`src/rtl/seg_pattern_rx.sv`:
```
// Seven-segment pattern receiver: qualifies a stable segment pattern, decodes it
// back to a hex digit, and flags/counts patterns that are not legal glyphs.
module seg_pattern_rx #(
  parameter int STABLE_CYC = 4,
  parameter int ERR_W      = 8
) (
  input  logic             clk,
  input  logic             rst_n,
  input  logic             sega,
  input  logic             segb,
  input  logic             segc,
  input  logic             segd,
  input  logic             sege,
  input  logic             segf,
  input  logic             segg,
  output logic [3:0]       hex_out,
  output logic             valid,
  output logic             changed,
  output logic             blank,
  output logic             err,
  output logic [ERR_W-1:0] err_cnt,
  output logic             locked
);

  typedef enum logic [1:0] {IDLE, SETTLE, LOCKED} state_t;

  localparam logic [7:0] CNT_MAX = 8'(STABLE_CYC);
  localparam logic [7:0] ACC_TH  = 8'(STABLE_CYC - 1);

  state_t     state, state_nxt;
  logic [6:0] seg_in;
  logic [6:0] seg_q;
  logic [6:0] last_q;
  logic [7:0] cnt;
  logic       same;
  logic       accept;
  logic [4:0] dec;

  // Returns {legal, value}; legal=0 for blank and for any non-glyph pattern.
  function automatic logic [4:0] decode(input logic [6:0] p);
    case (p)
      7'b1111110: decode = 5'h10;
      7'b0110000: decode = 5'h11;
      7'b1101101: decode = 5'h12;
      7'b1111001: decode = 5'h13;
      7'b0110011: decode = 5'h14;
      7'b1011011: decode = 5'h15;
      7'b1011111: decode = 5'h16;
      7'b1110000: decode = 5'h17;
      7'b1111111: decode = 5'h18;
      7'b1111011: decode = 5'h19;
      7'b1110111: decode = 5'h1A;
      7'b0011111: decode = 5'h1B;
      7'b1001110: decode = 5'h1C;
      7'b0111101: decode = 5'h1D;
      7'b1001111: decode = 5'h1E;
      7'b1000111: decode = 5'h1F;
      default:    decode = 5'h00;
    endcase
  endfunction

  assign seg_in = {sega, segb, segc, segd, sege, segf, segg};
  assign same   = (seg_in == seg_q);
  assign dec    = decode(seg_in);
  assign locked = (state == LOCKED);

  // Threshold compare uses >= so a count that advanced during IDLE still accepts.
  always_comb begin
    state_nxt = state;
    accept    = 1'b0;
    case (state)
      IDLE:   state_nxt = SETTLE;
      SETTLE: if (same && cnt >= ACC_TH) begin
        accept    = 1'b1;
        state_nxt = LOCKED;
      end
      LOCKED: if (!same) state_nxt = SETTLE;
      default: state_nxt = IDLE;
    endcase
  end

  // Sample stage: input register and stability counter
  always_ff @(posedge clk or negedge rst_n) begin
    if (!rst_n) begin
      state <= IDLE;
      seg_q <= '0;
      cnt   <= '0;
    end else begin
      state <= state_nxt;
      seg_q <= seg_in;
      if (!same) cnt <= '0;
      else if (cnt != CNT_MAX) cnt <= cnt + 8'd1;
    end
  end

  // Accept stage: decoded outputs and illegal-pattern counter
  always_ff @(posedge clk or negedge rst_n) begin
    if (!rst_n) begin
      hex_out <= '0;
      valid   <= 1'b0;
      changed <= 1'b0;
      blank   <= 1'b0;
      err     <= 1'b0;
      err_cnt <= '0;
      last_q  <= '0;
    end else begin
      valid   <= accept;
      changed <= accept && (seg_in != last_q);
      if (accept) begin
        last_q <= seg_in;
        if (dec[4]) begin
          hex_out <= dec[3:0];
          blank   <= 1'b0;
          err     <= 1'b0;
        end else if (seg_in == 7'b0000000) begin
          blank <= 1'b1;
          err   <= 1'b0;
        end else begin
          blank <= 1'b0;
          err   <= 1'b1;
          if (err_cnt != {ERR_W{1'b1}}) err_cnt <= err_cnt + ERR_W'(1);
        end
      end
    end
  end

endmodule

```
`config.mk`:
```
export PLATFORM = sky130hd
export DESIGN_NAME = seg_pattern_rx
export DESIGN_NICKNAME = d
export VERILOG_FILES = /design/src/rtl/seg_pattern_rx.sv
export SDC_FILE = /design/constraint.sdc
export NUM_CORES = 1
export LEC_CHECK = 0
export BUFFER_PORTS_ARGS = -buffer_cell sky130_fd_sc_hd__buf_2
export CORE_ASPECT_RATIO = 0.6
export CORE_MARGIN = 2
export CORE_UTILIZATION = 61
export DETAILED_ROUTE_END_ITERATION = 16
export HOLD_SLACK_MARGIN = 0.02
export PLACE_DENSITY = 0.8
export SYNTH_ARGS = -nofsm -noshare
export SYNTH_HDL_FRONTEND = slang
export SYNTH_SLANG_ARGS = --single-unit
```
`constraint.sdc`:
```
create_clock -name clk -period 3.2 [get_ports clk]
set_clock_uncertainty 0.05 [all_clocks]
set_input_delay 0.48 -clock clk [delete_from_list [all_inputs] [get_ports clk]]
set_output_delay 0.48 -clock clk [all_outputs]
set_load 0.05 [all_outputs]
```
==> results of run 1 <==
path summary, 6_finish.rpt:
path,from,to
worst max-delay path,segf,err_cnt[6]
worst min-delay path,rst_n,state[1]
worst max register to register,seg_q[5],hex_out[2]
worst min register to register,err_cnt[5],err_cnt[5]
max in group asynchronous,rst_n,seg_q[4]
min in group clk,segb,seg_q[5]
worst max-delay path, delay by kind of cell:
family / cells / cell delay [ps]
simple gates: 4 / 1460
mux: 1 / 320
buf+inv: 1 / 230
logic make-up after synthesis:
kind of cell | synth area share
AO/OA/AOI/OAI | 0.0969
XOR/XNOR | 0.101
adder cells (fa/ha/maj) | 0.0166
buffers and inverters | 0.0410
flip-flops | 0.443
multiplexers | 0.0736
AND/OR/NAND/NOR | 0.228
power groups by stage:
| stage | clock network [mW] | logic, mW | registers (mW) |
|---|---|---|---|
| after floorplan | 0 | 0.0606 | 0.523 |
| after global placement | 0 | 0.0870 | 0.522 |
| after detailed placement | 0 | 0.0870 | 0.523 |
| after CTS | 0.361 | 0.0875 | 0.513 |
| after global routing | 0.394 | 0.0977 | 0.513 |
| final | 0.354 | 0.0871 | 0.513 |
registers in the layout (all words and copies together), names as in the netlist:
signal   cells
cnt          8
err          1
blank        1
err_cnt      8
last_q       7
hex_out      4
seg_q        7
changed      1
valid        1
state        2
metrics by stage:
step / power [mW] / std cells
CTS: 0.961 / 295
floorplan: 0.583 / 228
global placement: 0.609 / 287
global route: 1.00 / 295
finish: 0.953 / 295
detailed placement: 0.610 / 287
routing by layer:
metal  up-vias  global-route usage  share of wire
met4         0              0.0519         0.0067
met3         3              0.0618          0.062
met2        52               0.345           0.44
met1       797               0.378           0.49
li1        839                   -              -
met5         -                   0              0
cell type report:
| class | instances | area share |
|---|---|---|
| clock buffers | 6 | 0.0331 |
| clock inverters | 2 | 0.00601 |
| repair buffers | 29 | 0.0621 |
| multi-input cells | 166 | 0.467 |
| flip-flops and latches | 40 | 0.401 |
| inverters | 5 | 0.00752 |
| well taps | 47 | 0.0235 |
cell usage in the layout, fill, tap and decap left out, drive strengths merged, types with 5 or more instances in the layout:
cell type and n:
inv 5, clkbuf 6, nor2b 9, nand4 6, buf 29, o21ai 7, nor2 20, nor3 6
xnor2 16, dfrtp 40, nand3 10, xor2 10, mux2 13, a21oi 5, nand2 17
==> out/metrics.csv, run 1 <==
metric;value;unit
status;finished clean;
yosysSeqAreaShare;0.443;
seqCellArea;1000;um^2
leakage;1.13;nW
cts_resized;0;
cts_tree;done;
clock_sinks;40;
pwr-share-seq;0.538;
p_sw_frac;0.251;
die_area;4220;um^2
path_cells;buf_2 -> nor4_1 -> nor4b_1 -> nor4_4 -> nand4_1 -> mux2_1;
syn_avg_cell_area;9.91;um^2
whs;247;ps
synth-edff-count;0;
period_share;0.742;
synthCells;228;
multiInputGateArea;1170;um^2
portBuffers;25;
rrSetupSlack;910;ps
yosysMostFrequentCell;dfrtp_1;
htree_levels;2;
area_growth;10.5;%
drc;0;
place.gp.congestion;0.830;
clkPwrFrac;0.371;
rows;17;
cp-end-kind;flop;
hold_viol;0;
drt_iter0_markers;77;
die_h;51.1;um
place_area;2400;um^2
fin_area;2500;um^2
ys_warn_count;0;
coreArea;3620;um^2
worstPathMaxFanout;22;
hpwl;3010;um
netlist_top_cells_count;dfrtp_1 (40), nor2_1 (20), nand2_1 (17), xnor2_1 (16), clkbuf_1 (12);
grtUsageTotal;0.244;
drt-total-wl;4340;um
layout.nets;259;
cts_buffer_depth;2;
max_stage_delay;640;ps
powerDensity;382;nW/um^2
drive_gt1_frac;0.214;
ys_top_cells_by_area;dfrtp_1 (44%), xnor2_1 (6.2%), mux2_2 (5.5%), xor2_1 (3.9%), nor2_1 (3.3%);
wl_per_cell;14.7;um
yosys_register_bits;40;
root_buffer;clkbuf_8;
grt_max_degree;41;
path_clk_slew;80;ps
synth-async-reset-ratio;1.00;
min_period;2370;ps
overflow;0;
cts_buffers;5;
detail-route-antenna-nets;0;
p_switching;0.240;mW
pre_cts_slack;562;ps
worstPathRequired;3330;ps
cts_setup_buffers;0;
synth_area_leader_cell;dfrtp_1;
grt_setup_unrepaired;false;
n_fill_cell;292;
cp-start-kind;primary input;
grt_pass1_wl;7780;um
slew_viol_final;0;
first_pass_iters;5;
clock.fmax;0.421;GHz
final_util;0.691;
hold_path.class;primary input to asynchronous set/reset pin;
ys.flop_type;dfrtp_1;
ir_worst_vdd;0.317;mV
internal-power;0.714;mW
grt_pass1_vias;1651;
syn_nets;240;
cp_slowest_cell;nor4b_1;
antenna_found_initial;0;
worst_pin_slew;853;ps
viasPerCell;5.73;
crit_arrival;2500;ps
cts_hold_buf;0;
r2r_cells;7;
synth_top_area_share;0.443;
combPwrFrac;0.091;
clock_latency;290;ps
setup_viol;0;
ys_types;49;
antennaDiodeCount;0;
tns;0;ps
io_pins;26;
fp.dieW;82.6;um
fin_ws;825;ps
drv_cap;0;
relSlewSlack;0.431;
netlist_area;2260;um^2
vias;1691;
path_class;primary input to flop;
start_util;0.625;
(Power assumes the default switching activity.)
==> run 2, diff against run 1 <==
--- a/config.mk
+++ b/config.mk
@@ -5,13 +5,14 @@
 export SDC_FILE = /design/constraint.sdc
 export NUM_CORES = 1
 export LEC_CHECK = 0
+export ABC_AREA = 1
 export BUFFER_PORTS_ARGS = -buffer_cell sky130_fd_sc_hd__buf_2
 export CORE_ASPECT_RATIO = 0.6
 export CORE_MARGIN = 2
-export CORE_UTILIZATION = 61
+export CORE_UTILIZATION = 58
 export DETAILED_ROUTE_END_ITERATION = 16
 export HOLD_SLACK_MARGIN = 0.02
-export PLACE_DENSITY = 0.8
+export PLACE_DENSITY = 0.76
 export SYNTH_ARGS = -nofsm -noshare
 export SYNTH_HDL_FRONTEND = slang
 export SYNTH_SLANG_ARGS = --single-unit
==> constraint.sdc (replaced) <==
create_clock -name clk -period 2.4 [get_ports clk]
set_clock_uncertainty 0.05 [all_clocks]
set_input_delay 0.36 -clock clk [delete_from_list [all_inputs] [get_ports clk]]
set_output_delay 0.36 -clock clk [all_outputs]
set_load 0.05 [all_outputs]
==> run 2 against run 1 <==
Sequential power grew 33%. Sequential share of layout area decreased by 0.36 points. Clock power up 35%. Largest cell class unchanged.
==> out/metrics.csv, run 2 <==
metric;value;unit
status;finished clean;
die_area;4410;um^2
synth-async-reset-ratio;1.00;
coreArea;3700;um^2
r2r_end;hex_out[3];
leakage;1.33;nW
max_stage_delay;430;ps
period_share;0.811;
htree_levels;2;
grt_max_degree;41;
place_area;2420;um^2
yosysSeqAreaShare;0.444;
netlist_top_cells_count;nand2_1 (78), dfrtp_1 (40), inv_1 (33), nor2_1 (28), nand3_1 (14);
synth-edff-count;0;
hold_path.class;primary input to asynchronous set/reset pin;
drt_iter0_markers;83;
cp-end-kind;flop;
first_pass_iters;4;
path_clk_slew;80;ps
cts_buffers;5;
path_cells;ha_1 -> inv_1 -> nand2_1 -> inv_1 -> nand2_1 -> or2_2 -> nand3_2 -> inv_2 -> nand2_1 -> nand2_1 -> o21ai_1;
worstPathMaxFanout;11;
yosysMostFrequentCell;nand2_1;
clock.fmax;0.514;GHz
drt-total-wl;4590;um
critPathLaunch;cnt[0];
synthCells;289;
clock_latency;290;ps
reg.largest.list;cnt: 8 flops, err_cnt: 8 flops;
layout.nets;330;
clock_sinks;40;
die_h;52.3;um
critPathTopFamily;simple AND/OR/NAND/NOR gates;
root_buffer;clkbuf_8;
hold_viol;0;
cp_num_buf_inv;3;
grt_pass1_vias;1774;
place.gp.congestion;0.883;
io_pins;26;
ys.flop_type;dfrtp_1;
vias;1903;
relSlewSlack;0.426;
drive_gt1_frac;0.172;
grtUsageTotal;0.232;
cpMostUsedCell;nand2_1;
r2r_start;cnt[0];
cts_hold_buf;0;
overflow;0;
syn_avg_cell_area;7.79;um^2
slew_viol_final;0;
cts_buffer_depth;2;
grt_setup_unrepaired;false;
synth_area_leader_cell;dfrtp_1;
cp-start-kind;flop;
min_period;1950;ps
detail-route-antenna-nets;0;
fin_area;2520;um^2
r2r_cells;11;
ys_types;32;
fp.dieW;84.4;um
cp_slowest_cell;dfrtp_1;
syn_nets;301;
rows;17;
powerDensity;499;nW/um^2
ys_warn_count;0;
cp.depth;11;
final_common_cell;nand2_1;
cts_resized;0;
critPathCapture;hex_out[3];
crit_arrival;2110;ps
ys_top_cells_by_area;dfrtp_1 (44%), nand2_1 (13%), inv_1 (5.5%), nor2_1 (4.7%), xor2_1 (3.9%);
worstPathRequired;2560;ps
grt_pass1_wl;7970;um
start_util;0.609;
tns;0;ps
rrSetupSlack;450;ps
worst_pin_slew;861;ps
wl_per_cell;12.5;um
synth_top_area_share;0.444;
final_cell_mix;nand2_1 (78), dfrtp_1 (40), inv_1 (33), nor2_1 (28), buf_2 (25);
area_growth;11.9;%
netlist_area;2250;um^2
portBuffers;25;
viasPerCell;5.20;
cts_setup_buffers;0;
cts_tree;done;
drv_cap;0;
antennaDiodeCount;0;
yosys_register_bits;40;
ir_worst_vdd;0.516;mV
antenna_found_initial;0;
path_class;flop to flop;
setup_viol;0;
hpwl;3470;um
drc;0;
-- run 2: metal layers --
layer,share of wire,vias up,GRT usage
met5,0,-,0
met4,0.0048,0,0.0582
li1,-,972,-
met2,0.42,56,0.361
met3,0.062,4,0.0630
met1,0.51,871,0.325
-- run 2: area by class of cell --
cell class | count | area [um^2]
Inverter | 40 | 150
Clock inverter | 2 | 13.8
Timing Repair Buffer | 27 | 140
Clock buffer | 6 | 82.6
Fill cell | 315 | 1180
Sequential cell | 40 | 1000
Tap cell | 47 | 58.8
Multi-Input combinational cell | 204 | 1070
-- run 2: cell families after synthesis --
kind of cell               Yosys count  share of synthesized area
AOI/OAI and AO/OA                   41                      0.104
xor gates and xnor gates            14                     0.0544
buffers and inverters               45                     0.0789
adders and majority gates            3                     0.0167
and+or+nand+nor                    146                      0.301
DFF                                 40                      0.444
-- run 2: worst reg2reg max path: stages (launching register included) --
cell,delay [ps]
dfrtp_1,430
ha_1,240
inv_1,80
nand2_1,50
inv_1,60
nand2_1,40
or2_2,340
nand3_2,200
inv_2,60
nand2_1,170
nand2_1,70
o21ai_1,80
-- run 2: worst min path at each step --
| stage | startpoint | endpoint | slack [ps] | depth (start not counted) |
|---|---|---|---|---|
| after CTS | rst_n | err_cnt[0] | 160 | 1 |
| after floorplan | rst_n | blank | 10 | 0 |
| final | rst_n | last_q[4] | 120 | 1 |
| after detailed placement | blank | blank | 430 | 2 |
| after global routing | rst_n | last_q[4] | 200 | 1 |
| after global placement | cnt[5] | cnt[5] | 420 | 1 |
-- run 2: power breakdown --
group,leakage (nW),internal (mW),switching (mW)
clock network,0.0516,0.235,0.242
registers,0.496,0.680,0.00305
logic,0.784,0.0276,0.0694
total,1.33,0.942,0.315
-- run 2: per-stage QoR --
stage               hold slack [ps]   util  power, mW  instances  worst slack [ps]
finish                          119  0.681       1.26        366               453
global route                    199  0.681       1.30        366               243
CTS                             162  0.681       1.27        366               440
detailed placement              427  0.655      0.793        358               454
global placement                419  0.655      0.794        358               492
floorplan                      14.4      -      0.756        289               484
==> run 3, diff against run 2 <==
--- a/config.mk
+++ b/config.mk
@@ -5,14 +5,14 @@
 export SDC_FILE = /design/constraint.sdc
 export NUM_CORES = 1
 export LEC_CHECK = 0
-export ABC_AREA = 1
+export ABC_AREA = 0
 export BUFFER_PORTS_ARGS = -buffer_cell sky130_fd_sc_hd__buf_2
 export CORE_ASPECT_RATIO = 0.6
 export CORE_MARGIN = 2
-export CORE_UTILIZATION = 58
+export CORE_UTILIZATION = 52
 export DETAILED_ROUTE_END_ITERATION = 16
 export HOLD_SLACK_MARGIN = 0.02
-export PLACE_DENSITY = 0.76
+export PLACE_DENSITY = 0.72
 export SYNTH_ARGS = -nofsm -noshare
 export SYNTH_HDL_FRONTEND = slang
 export SYNTH_SLANG_ARGS = --single-unit
==> constraint.sdc (replaced) <==
create_clock -name clk -period 1.6 [get_ports clk]
set_clock_uncertainty 0.05 [all_clocks]
set_input_delay 0.24 -clock clk [delete_from_list [all_inputs] [get_ports clk]]
set_output_delay 0.24 -clock clk [all_outputs]
set_load 0.05 [all_outputs]
==> run 3 against run 2 <==
The flow now finishes with violations (negative setup slack). Utilization grew 4.0 points. Via count grew 0.84%. Cell count shrank 1.9%. Register-to-register slack lost 1000 ps. Count of clock-buffer cells in the layout is the same. Worst setup slack lost 1000 ps. Worst hold slack gained 8.2 ps. Sequential share of layout area shrank 6.2 points. Clock power grew 34%. Critical endpoint is now err_cnt[6]. Highest routed layer unchanged.
==> out/metrics.csv, run 3 (same netlist as run 1, synthesis figures left out) <==
metric;value;unit
status;finished with violations;
violations;negative setup slack;
p_sw_frac;0.252;
cp-start-kind;flop;
detail-route-antenna-nets;0;
powerDensity;636;nW/um^2
worstPathMaxFanout;4;
multiInputGateArea;1250;um^2
drv_cap;0;
htree_levels;2;
coreArea;4140;um^2
drive_gt1_frac;0.388;
vias;1919;
seqCellArea;1000;um^2
cp-end-kind;flop;
tns;-10630;ps
worstPathRequired;1730;ps
clock_latency;300;ps
grt_pass1_wl;8360;um
antennaDiodeCount;0;
grtUsageTotal;0.231;
ir_worst_vdd;0.535;mV
reg.largest.list;cnt: 8 flops, err_cnt: 8 flops;
grt_setup_unrepaired;true;
rows;18;
portBuffers;25;
hold_path.class;primary input to flop;
combPwrFrac;0.124;
clkPwrFrac;0.336;
leakage;1.39;nW
min_period;2140;ps
layout.nets;311;
fin_total_pwr;1.90;mW
rrSetupSlack;-540;ps
first_pass_iters;4;
setup_viol;32;
hpwl;3650;um
die_area;4910;um^2
drc;0;
die_h;55.1;um
worst_pin_slew;502;ps
fp.dieW;89.1;um
pre_cts_slack;-644;ps
internal-power;1.42;mW
n_fill_cell;323;
drt_iter0_markers;92;
cts_buffers;5;
start_util;0.545;
io_pins;26;
wl_per_cell;14.5;um
period_share;1.34;
path_clk_slew;80;ps
final_util;0.721;
grt_max_degree;41;
final_cell_mix;buf_4 (52), dfrtp_1 (39), buf_2 (24), nor2_1 (20);
path_class;flop to flop;
cts_tree;done;
cts_buffer_depth;2;
final_common_cell;buf_4;
root_buffer;clkbuf_8;
area_growth;32.2;%
clock_sinks;40;
slew_viol_final;0;
crit_arrival;2280;ps
pwr-share-seq;0.540;
clock.fmax;0.466;GHz
place.gp.congestion;0.900;
relSlewSlack;0.665;
drt-total-wl;5200;um
antenna_found_initial;0;
hold_viol;0;
grt_pass1_vias;1756;
overflow;0;
viasPerCell;5.35;
p_switching;0.478;mW
fin_ws;-544;ps
==> run 3: changes by cell type in the layout (fill, tap and decap cells not counted), moves of 5 or more <==
cell,delta
nand2_1,-62
o21ai_1,-8
inv_1,-28
nor2_1,-8
o21bai_1,-8
mux2_2,+9
buf_4,+50
o21ai_0,-5
a21oi_1,-5
xnor2_1,+12
nor2b_1,+8
nand3_1,-8
inv_2,-6
==> run 3: area by class of cell <==
cell class | count | share of cell area
Clock inverter | 1 | 0.00168
Timing Repair Buffer | 81 | 0.188
Tap cell | 60 | 0.0251
Sequential cell | 40 | 0.336
Inverter | 5 | 0.00628
Clock buffer | 6 | 0.0243
Multi-Input combinational cell | 166 | 0.419
==> run 3: worst paths after layout <==
| check | startpoint | to | depth (start not counted) |
|---|---|---|---|
| worst max-delay path | seg_q[2] | err_cnt[6] | 6 |
| worst min-delay path | segf | seg_q[1] | 1 |
| worst max register to register | seg_q[2] | err_cnt[6] | 6 |
| worst min register to register | err_cnt[5] | err_cnt[5] | 1 |
| max in group asynchronous | rst_n | state[1] | 3 |
| min in group asynchronous | rst_n | valid | 3 |
==> run 3: metrics by stage <==
stage | std cells | hold WS, ps | instance area (um^2)
after floorplan | 228 | -106 | 2270
after global placement | 346 | 279 | 2770
after detailed placement | 346 | 288 | 2770
after CTS | 357 | 113 | 2950
after global routing | 359 | 124 | 2990
final | 359 | 127 | 2990
==> run 3: critical path, stage by stage (launching register included) <==
cell and delay (ps):
dfrtp_1 380, xor2_1 180, nor4_2 280, nand4_2 200
nor4_4 420, nand4_1 180, mux2_1 350
==> run 3: repair_timing <==
action | CTS | global route
endpoints found under the hold margin | 40 | 0
endpoints found under the setup margin | 24 | 34
hold buffers | 1 | 0
pin swaps | 12 | 3
buffers inserted | 3 | 3
resized for setup | 17 | 5
==> run 3: metal layers <==
layer / share of wire / track usage / vias to the layer above / routed length, um
li1: - / - / 941 / -
met1: 0.52 / 0.337 / 924 / 2680
met2: 0.43 / 0.351 / 48 / 2220
met3: 0.050 / 0.0534 / 6 / 258
met4: 0.0077 / 0.0547 / 0 / 40
met5: 0 / 0 / - / 0
==> run 3: power by group through the flow <==
| stage | Combinational [mW] | Clock (mW) | Sequential [mW] |
|---|---|---|---|
| 4_1_cts | 0.234 | 0.661 | 1.02 |
| 2_1_floorplan | 0.121 | 0 | 1.05 |
| 3_3_place_gp | 0.225 | 0 | 1.04 |
| 3_5_place_dp | 0.227 | 0 | 1.05 |
| 6_report | 0.235 | 0.638 | 1.03 |
| 5_1_grt | 0.260 | 0.695 | 1.03 |
